<file path="src/rtl/spi_seq_pkg.sv">
// rtl/spi_seq_pkg.sv - shared states, SPI register map and helpers for spi_seq
package spi_seq_pkg;

  typedef logic [2:0] state_t;

  localparam state_t ST_IDLE  = 3'd0;
  localparam state_t ST_START = 3'd1;
  localparam state_t ST_WAIT  = 3'd2;
  localparam state_t ST_READ  = 3'd3;
  localparam state_t ST_NEXT  = 3'd4;
  localparam state_t ST_DONE  = 3'd5;

  // Address 0 opens/closes a transaction (CS edge), address 1 streams data.
  localparam logic [2:0] SPI_ADDR_CTRL = 3'd0;
  localparam logic [2:0] SPI_ADDR_DATA = 3'd1;

  function automatic logic [7:0] port_byte(input logic [15:0] v, input logic sel);
    return sel ? v[15:8] : v[7:0];
  endfunction

  function automatic logic [1:0] port_dev(input logic [3:0] v, input logic sel);
    return sel ? v[3:2] : v[1:0];
  endfunction

endpackage

</file>
<file path="src/rtl/spi_seq_if.sv">
// rtl/spi_seq_if.sv - SPI peripheral register port owned by spi_seq
interface spi_seq_if;
  logic [1:0] spi_sel;
  logic [2:0] spi_addr;
  logic [7:0] spi_wdata;
  logic       spi_write;
  logic       spi_read;
  logic [7:0] spi_rdata;
  logic       spi_irq;

  modport master (
    output spi_sel, spi_addr, spi_wdata, spi_write, spi_read,
    input  spi_rdata, spi_irq
  );

  modport slave (
    input  spi_sel, spi_addr, spi_wdata, spi_write, spi_read,
    output spi_rdata, spi_irq
  );
endinterface

</file>
<file path="src/rtl/spi_rr_arb2.sv">
// rtl/spi_rr_arb2.sv - two-port round-robin arbiter with last-granted memory
module spi_rr_arb2 (
  input  logic       clk,
  input  logic       reset,
  input  logic [1:0] req,
  input  logic       upd_en,
  input  logic       upd_port,
  output logic [1:0] grant
);

  logic last;

  // Port 1 counts as last-granted out of reset so port 0 wins the first tie.
  always_ff @(posedge clk) begin
    if (reset) begin
      last <= 1'b1;
    end else if (upd_en) begin
      last <= upd_port;
    end
  end

  always_comb begin
    grant = 2'b00;
    if (last) begin
      if (req[0])      grant = 2'b01;
      else if (req[1]) grant = 2'b10;
    end else begin
      if (req[1])      grant = 2'b10;
      else if (req[0]) grant = 2'b01;
    end
  end

endmodule

</file>
<file path="src/rtl/spi_seq.sv">
// rtl/spi_seq.sv - two-port SPI transfer sequencer driving the SPI register port
module spi_seq
  import spi_seq_pkg::*;
(
  input  logic        clk,
  input  logic        reset,
  input  logic [1:0]  req,
  input  logic [3:0]  dev,
  input  logic [15:0] len,
  output logic [1:0]  gnt,
  input  logic [15:0] tx_data,
  input  logic [1:0]  tx_valid,
  output logic [1:0]  tx_ready,
  output logic [7:0]  rx_data,
  output logic        rx_valid,
  output logic [1:0]  done,
  output logic        busy,
  spi_seq_if.master   spi
);

  state_t     state;
  logic       gidx;
  logic [1:0] dev_r;
  logic [7:0] len_r;
  logic [7:0] remaining;
  logic [7:0] wdata_r;
  logic [2:0] addr_r;
  logic       write_r;
  logic [1:0] arb_gnt;
  logic       cur_valid;
  logic [7:0] cur_data;
  logic       tx_phase;

  spi_rr_arb2 u_arb (
    .clk      (clk),
    .reset    (reset),
    .req      (req),
    .upd_en   (state == ST_DONE),
    .upd_port (gidx),
    .grant    (arb_gnt)
  );

  assign tx_phase  = (state == ST_START) || (state == ST_NEXT);
  assign cur_valid = gidx ? tx_valid[1] : tx_valid[0];
  assign cur_data  = port_byte(tx_data, gidx);

  always_ff @(posedge clk) begin
    if (reset) begin
      state     <= ST_IDLE;
      gnt       <= 2'b00;
      gidx      <= 1'b0;
      dev_r     <= 2'd0;
      len_r     <= 8'd0;
      remaining <= 8'd0;
      wdata_r   <= 8'd0;
      addr_r    <= 3'd0;
      write_r   <= 1'b0;
      rx_data   <= 8'd0;
      rx_valid  <= 1'b0;
    end else begin
      write_r  <= 1'b0;
      rx_valid <= 1'b0;
      case (state)
        ST_IDLE: begin
          if (|req) begin
            gnt   <= arb_gnt;
            gidx  <= arb_gnt[1];
            dev_r <= port_dev(dev, arb_gnt[1]);
            len_r <= port_byte(len, arb_gnt[1]);
            state <= ST_START;
          end
        end
        ST_START: begin
          if (cur_valid) begin
            write_r   <= 1'b1;
            addr_r    <= SPI_ADDR_CTRL;
            wdata_r   <= cur_data;
            remaining <= len_r - 8'd1;
            state     <= ST_WAIT;
          end
        end
        ST_WAIT: begin
          // The peripheral's flag still refers to the previous byte while the write is in flight.
          if (spi.spi_irq && !write_r) begin
            state <= ST_READ;
          end
        end
        ST_READ: begin
          rx_data  <= spi.spi_rdata;
          rx_valid <= 1'b1;
          state    <= (remaining == 8'd0) ? ST_DONE : ST_NEXT;
        end
        ST_NEXT: begin
          if (cur_valid) begin
            write_r   <= 1'b1;
            addr_r    <= SPI_ADDR_DATA;
            wdata_r   <= cur_data;
            remaining <= remaining - 8'd1;
            state     <= ST_WAIT;
          end
        end
        ST_DONE: begin
          gnt     <= 2'b00;
          wdata_r <= 8'd0;
          addr_r  <= 3'd0;
          state   <= ST_IDLE;
        end
        default: begin
          state <= ST_IDLE;
        end
      endcase
    end
  end

  assign busy     = (state != ST_IDLE);
  assign tx_ready = tx_phase ? gnt : 2'b00;
  assign done     = (state == ST_DONE) ? gnt : 2'b00;

  // The final read goes to the control address, which closes the transaction.
  always_comb begin
    spi.spi_addr = 3'd0;
    if (state == ST_READ) begin
      spi.spi_addr = (remaining != 8'd0) ? SPI_ADDR_DATA : SPI_ADDR_CTRL;
    end else if (busy) begin
      spi.spi_addr = addr_r;
    end
  end

  assign spi.spi_sel   = busy ? dev_r : 2'd0;
  assign spi.spi_wdata = busy ? wdata_r : 8'd0;
  assign spi.spi_write = write_r;
  assign spi.spi_read  = (state == ST_READ);

endmodule

</file>
<file path="src/flat_wrapper.sv">
// flat-port wrapper written by rule: the top's interface ports become plain ports
module spi_seq_flat import spi_seq_pkg::*;
  (clk, reset, req, dev, len, gnt, tx_data, tx_valid, tx_ready, rx_data, rx_valid, done, busy, spi_spi_sel, spi_spi_addr, spi_spi_wdata, spi_spi_write, spi_spi_read, spi_spi_rdata, spi_spi_irq);
  spi_seq_if spi_i ();
  input  logic clk;
  input  logic reset;
  input  logic [1:0] req;
  input  logic [3:0] dev;
  input  logic [15:0] len;
  output logic [1:0] gnt;
  input  logic [15:0] tx_data;
  input  logic [1:0] tx_valid;
  output logic [1:0] tx_ready;
  output logic [7:0] rx_data;
  output logic rx_valid;
  output logic [1:0] done;
  output logic busy;
  output wire logic [$bits(spi_i.spi_sel)-1:0] spi_spi_sel;
  output wire logic [$bits(spi_i.spi_addr)-1:0] spi_spi_addr;
  output wire logic [$bits(spi_i.spi_wdata)-1:0] spi_spi_wdata;
  output wire logic [$bits(spi_i.spi_write)-1:0] spi_spi_write;
  output wire logic [$bits(spi_i.spi_read)-1:0] spi_spi_read;
  input wire logic [$bits(spi_i.spi_rdata)-1:0] spi_spi_rdata;
  input wire logic [$bits(spi_i.spi_irq)-1:0] spi_spi_irq;
  assign spi_spi_sel = spi_i.spi_sel;
  assign spi_spi_addr = spi_i.spi_addr;
  assign spi_spi_wdata = spi_i.spi_wdata;
  assign spi_spi_write = spi_i.spi_write;
  assign spi_spi_read = spi_i.spi_read;
  assign spi_i.spi_rdata = spi_spi_rdata;
  assign spi_i.spi_irq = spi_spi_irq;
  spi_seq u_core (.clk(clk), .reset(reset), .req(req), .dev(dev), .len(len), .gnt(gnt), .tx_data(tx_data), .tx_valid(tx_valid), .tx_ready(tx_ready), .rx_data(rx_data), .rx_valid(rx_valid), .done(done), .busy(busy), .spi(spi_i));
endmodule
</file>
<file path="config.mk">
export PLATFORM = sky130hd
export DESIGN_NAME = spi_seq_flat
export DESIGN_NICKNAME = d
export VERILOG_FILES = /design/src/rtl/spi_seq_pkg.sv /design/src/rtl/spi_seq_if.sv /design/src/rtl/spi_rr_arb2.sv /design/src/rtl/spi_seq.sv /design/src/flat_wrapper.sv
export SDC_FILE = /design/constraint.sdc
export NUM_CORES = 1
export LEC_CHECK = 0
export ABC_AREA = 1
export ABC_CLOCK_PERIOD_IN_PS = 2400
export CORE_MARGIN = 5
export CORE_UTILIZATION = 45
export DETAILED_ROUTE_END_ITERATION = 6
export PLACE_DENSITY = 0.8
export REMOVE_ABC_BUFFERS = 1
export SYNTH_ARGS = -nofsm -noshare
export SYNTH_HDL_FRONTEND = slang
export SYNTH_SLANG_ARGS = --single-unit
export TNS_END_PERCENT = 1
</file>
<file path="constraint.sdc">
create_clock -name clk -period 2.4 [get_ports clk]
set_clock_uncertainty 0.05 [all_clocks]
set_input_delay 0.24 -clock clk [delete_from_list [all_inputs] [get_ports clk]]
set_output_delay 0.24 -clock clk [all_outputs]
set_load 0.02 [all_outputs]
</file>
==> out/qor.csv <==
stage;metric;value;unit
cts;htreeDepth;2;
placement;hpwl;4420;microns
power_and_ir_drop;pwr_density_cell;831;nW/um^2
layout;syn2layout_area_growth;42.9;%
route;wl_per_cell;11.8;microns
timing;rsz0062_at_grt;no;
synth;synthMuxAreaShare;0.0391;
route;vias;2379;
route;drtIter0Drc;140;
setup_path;worstReg2RegEnd;u_core.remaining[6];
grt;grt_usage;0.176;
timing;drv_slew;0;
setup_path;crit_end;spi_spi_addr[0];
timing;period_share;0.942;
synth;yosysWarnings;0;
floorplanning;die_height;81.6;microns
setup_path;crit_path_max_fanout;9;
setup_path;end_kind;output port;
placement;gp_congestion;0.876;
floorplanning;rows;26;
timing;tns;0;ns
synth;netlist.area_leader.share;0.382;
power_and_ir_drop;ir_worst_vdd;0.478;mV
setup_path;worstSetupStartpoint;u_core.state[2];
layout;fin_nets;476;
hold_path;hp-class;flop to flop;
timing;fin_crit;2.26;ns
timing;fin_ws;0.138;ns
power_and_ir_drop;leakage;1.36;nW
floorplanning;die_w;81.6;microns
placement;pre_cts_slack;0.136;ns
flow_run;timing.max_cap.violations;0;
synth;synth.distinct_cells;30;
cts;cts.sinks;44;
synth;synth-compound-area-share;0.145;
grt;grt_pass1_vias;2164;
synth;synth_top_family_by_area;simple AND/OR/NAND/NOR gates;
floorplanning;start_util;0.457;
route;routed_wl;5860;microns
setup_path;crit_path_start_kind;flop;
setup_path;worst-r2r-cell-count;13;
setup_path;reg2reg_slack;0.53;ns
cts;cts_made_buffers;5;
grt;antenna_found_initial;0;
cts;root_buffer;clkbuf_8;
grt;grt_first_pass_wirelength;9130;microns
route;via_per_inst;4.81;
layout;drive_gt1_frac;0.115;
synth;synth-xor-area-share;0;
layout;final_util;0.653;
setup_path;regToRegStartpoint;u_core.state[1];
grt;grt_overflow;0;
floorplanning;io_pins;82;
setup_path;critPathRequiredTime;2.11;ns
cts;clockBufferDepth;2;
cts;clk_pin_slew_worst_paths;0.08;ns
cts;clock_latency;0.29;ns
synth;post_synth_and_or_nand_nor_area_fraction;0.308;
placement;portBuffers;79;
setup_path;crit_slowest_cell;clkdlybuf4s50_1;
grt;grt_max_degree;30;
synth;synth_seq_area_share;0.382;
synth;syn_inst;344;
power_and_ir_drop;p_total;0.00274;W
run_status;outcome;finished clean;
timing;hold_slack;0.416;ns
route;drc;0;
synth;synthesis.area;2300;sq um
synth;ys_ff_latch;44;
floorplanning;core-area;5040;sq um
synth;syn_avg_cell_area;6.70;sq um
route;dr.pass1.iters;4;
synth;post-synth-top-area-cell;dfxtp_1;
setup_path;crit_type;flop to output port;
synth;synth_fa_ha_area_frac;0.00543;
synth;synth_area_leaders;dfxtp_1 (38%), nand2_1 (11%), nor2_1 (9.8%), inv_1 (7.0%), a21oi_1 (6.5%);
setup_path;cp.arrival;1.97;ns
route;ant_nets;0;
layout;diodes;0;
floorplanning;fp.dieArea;6650;sq um
hold_path;min_from;u_core.wdata_r[5];
setup_path;slowest_delay;0.63;ns
timing;hold_violations;0;
timing;fmax;442;MHz
timing;finalSetupViolations;0;
cts;cts_tree;yes;
setup_path;cp_cell_sequence;inv_2, nand2_1, nor2_4, inv_1, o21ai_0, a21oi_1, clkdlybuf4s50_1;
area by class of cell:
type / instances / area (sq um)
Fill cell: 445 / 1750
Multi-Input combinational cell: 236 / 1160
Sequential cell: 44 / 883
Timing Repair Buffer: 88 / 858
Inverter: 49 / 184
Tap cell: 70 / 87.6
Clock buffer: 6 / 82.6
Clock inverter: 2 / 38.8
how the worst min path moves through the flow:
| stage | endpoint | slack (ns) | cells after the start |
|---|---|---|---|
| 2_1_floorplan | u_core.addr_r[0] | 0.26 | 1 |
| 4_1_cts | u_core.wdata_r[5] | 0.42 | 2 |
| 6_report | u_core.wdata_r[5] | 0.42 | 2 |
| 3_5_place_dp | u_core.wdata_r[5] | 0.40 | 2 |
| 3_3_place_gp | u_core.u_arb.last | 0.40 | 2 |
| 5_1_grt | u_core.wdata_r[5] | 0.43 | 2 |
per-stage QoR:
stage	cells	area, sq um
after floorplan	329	2220
after global placement	485	3150
after detailed placement	485	3150
after CTS	493	3280
after global routing	495	3290
final	495	3290
timing repair:
item / in CTS / in global routing
resized for setup: 2 / 1
pin swaps: 0 / 1
hold endpoints to repair: 0 / 0
endpoints found under the setup margin: 3 / 3
hold buffers: 0 / 0
setup buffers: 0 / 2
kinds of logic (layout without fill, tap and decap cells):
family          count (synthesis)  in the layout
mux                             8              8
buf+inv                        65            145
simple gates                  162            162
other cells                     1              2
compound gates                 63             63
flops                          44             44
fa+ha+maj                       1              1
cell usage after synthesis:
master	count
dfxtp_1	44
nor2_4	5
o21ai_1	13
a21oi_1	30
nor3_1	2
o221ai_1	1
o21ai_2	2
o21bai_1	1
nor2_2	2
nor2_1	60
nand2_2	6
nor3_2	2
mux2_2	8
buf_1	1
nand3_1	15
clkinv_1	1
inv_1	43
buf_6	2
nor3b_1	1
nand3b_1	1
conb_1	1
ha_1	1
buf_4	3
a211oi_1	2
nand2_1	67
o21ai_0	14
buf_2	3
nand4_1	1
inv_2	5
clkbuf_1	7
report_power, final:
| group | internal [W] | switching, W |
|---|---|---|
| clock network | 0.000340 | 0.000256 |
| logic | 0.000499 | 0.000683 |
| registers | 0.000865 | 0.0000942 |
critical path, delay by kind of cell (launching register included):
kind	cells	cell delay (ns)
AND/OR/NAND/NOR	2	0.24
buffers and inverters	3	0.78
AO/OA/AOI/OAI	2	0.22
flip-flops	1	0.44
layout by cell type, fill, tap and decap left out:
master	n
a211oi_1	2
a21oi_1	30
buf_4	9
bufinv_16	1
clkbuf_8	6
clkdlybuf4s50_1	79
clkinv_1	1
clkinv_4	1
conb_1	2
dfxtp_1	42
dfxtp_2	2
ha_1	1
inv_1	43
inv_2	5
mux2_2	8
nand2_1	67
nand2_2	6
nand3_1	15
nand3b_1	1
nand4_1	1
nor2_1	60
nor2_2	1
nor2_4	6
nor3_1	2
nor3_2	2
nor3b_1	1
o21ai_0	14
o21ai_1	13
o21ai_2	2
o21bai_1	1
o221ai_1	1
routing by layer:
layer / global-route usage / wire length [microns] / vias to the layer above
li1: - / - / 1235
met2: 0.307 / 2740 / 64
met3: 0.0461 / 357 / 10
met1: 0.204 / 2650 / 1070
met5: 0 / 0 / -
met4: 0.0693 / 108 / 0
registers in the layout (all words and copies together) (netlist names), 2 cells and up:
signal and cells:
u_core.state 3, u_core.gnt 2, u_core.wdata_r 8, u_core.rx_data 8
u_core.remaining 8, u_core.dev_r 2, u_core.len_r 8
Note: power is estimated with default switching activity, not from simulation.
==> variant, RTL diff (same flow settings) <==
Make the reset (`reset`) asynchronous in 2 clocked blocks.
--- a/src/rtl/spi_rr_arb2.sv
+++ b/src/rtl/spi_rr_arb2.sv
@@ -12,5 +12,5 @@
 
   // Port 1 counts as last-granted out of reset so port 0 wins the first tie.
-  always_ff @(posedge clk) begin
+  always_ff @(posedge clk or posedge reset) begin
     if (reset) begin
       last <= 1'b1;
--- a/src/rtl/spi_seq.sv
+++ b/src/rtl/spi_seq.sv
@@ -45,5 +45,5 @@
   assign cur_data  = port_byte(tx_data, gidx);
 
-  always_ff @(posedge clk) begin
+  always_ff @(posedge clk or posedge reset) begin
     if (reset) begin
       state     <= ST_IDLE;
Formal check against the unedited RTL: differs if reset is asserted again (counterexample within 4 cycles, from zero or initial values and one cycle with reset high); with reset held inactive, the same outputs for 10 cycles.
==> variant against the original RTL <==
  * Via count down 6.5%
  * Synthesized cell count down 13%
  * Design area up 0.72%
  * Global-route usage up 1.6 points
  * Area after synthesis up 2.5%
  * Hold slack worse by 0.15 ns
  * Worst setup slack worse by 0.0068 ns
  * Sequential cell count unchanged
  * Count of clock-buffer cells in the layout unchanged
  * Routed wire length up 2.7%
  * Cell count down 8.7%
Power is not compared: it rests on default switching activity, and its combinational part moved more than twofold at a synthesized area within 25%.
==> variant: results (changes against the original RTL) <==
Adder-Cell Fraction of Synth Area 0.530% (-0.013 points); worst skew pair latency 0.29 ns (about the same); final net count 434 (-8.8%); R2R Setup Slk 0.55 ns (+0.02 ns); worst min path class in2async; pin count of the biggest net entering global routing 27 (-10%); WL met3 379 µm (+6.2%); status completed; synth unique cells 34 (+13%); HPWL after DPL 4740 µm (+7.1%); Clk pin slew, worst setup/hold paths 0.08 ns (about the same); wl on met1 2560 µm (-3.3%); WL met2 3020 µm (+9.9%); delay-heaviest family, CP buffers and inverters; Post-DP Area 3230 µm² (+2.6%); post-CTS setup buffer count 0 (unchanged); first-pass GRT wire length 10000 µm (+9.5%); initial antenna violation count 0 (unchanged); RR Endpoint u_core.remaining[6]$_DFFE_PP0P_; Area contributors post-synth dfrtp_1, nand2_1, inv_1; post-place setup slack 0.376 ns (+0.240 ns); post-synthesis compound-gate area fraction 12.2% (-2.3 points); worst setup path endpoint spi_spi_wdata[3]; routed len/inst 13.3 µm (+12%); Fillers 447 (+0.45%); share of cells above drive strength 1 11.0% (-0.53 points); CTS max path bufs 2 (unchanged); Synthesis Warnings 0 (unchanged); cts repair resizes 0 (-2); R2R cell count 11 (-2); vias per cell 4.92 (+2.4%); PnR worst setup slack 0.131 ns (-0.00680 ns); GR Util met3 3.80% (-0.81 points); GRT Total Usage 19.2% (+1.6 points); FFs w/ async S/R, synth 100% (+100 points); Seq/Total Area, Yosys 46.7% (+8.4 points); worst-path fanout max 11 (+2); CP max stage delay 0.55 ns (-0.08 ns); commonest cells in the synthesized netlist nand2_1, inv_1, dfrtp_1, nor2_1, o21ai_0; met2 Use GR 34.1% (+3.4 points); critical path startpoint u_core.state[1]$_DFFE_PP0P_; post-synthesis xor/xnor area fraction 0% (unchanged); post-synthesis mux area share 3.39% (-0.52 points); top_reg_cell synth dfrtp_1; vias in the first global route 2161 (-0.14%); GPL Wtd Cong 0.840 (-4.1%); CTS root buf clkbuf_8; Antenna diodes 0 (unchanged); 1st-iter DRT viols 99 (-29%); 1st-pass router iterations 5 (+1); hold_ws 0.264 ns (-0.152 ns); Num CTS Buffers 5 (unchanged); crit path DAT 1.98 ns; met1 GRT Util 23.5% (+3.0 points); Slew @ Worst Pin 0.560 ns
variant: cell type report:
cell class	count	area (µm²)	share of cell area (%)
clock inverter	1	5.00	0.151
sequential	44	1100	33.2
inverter	50	191	5.77
timing repair buffer	88	861	26.0
multi-input combinational	193	997	30.1
tap	70	87.6	2.64
clock buffer	6	72.6	2.19
variant: stage by stage:
stage | instances | power (mW)
2_1_floorplan | 287 | 2.87
3_3_place_gp | 445 | 3.75
3_5_place_dp | 445 | 3.82
4_1_cts | 452 | 4.27
5_1_grt | 452 | 4.61
6_report | 452 | 4.26
variant: power breakdown:
part	internal, mW	total, mW	switching, mW
sequential	1.11	1.28	0.169
combinational	1.04	2.55	1.51
clock	0.198	0.433	0.235
variant: cell families (layout without fill, tap and decap cells):
family | count (synthesis) | count (layout)
mux | 8 | 8
fa+ha+maj | 1 | 1
other cells | 1 | 2
compound gates | 48 | 48
buf+inv | 62 | 145
simple gates | 134 | 134
flops | 44 | 44
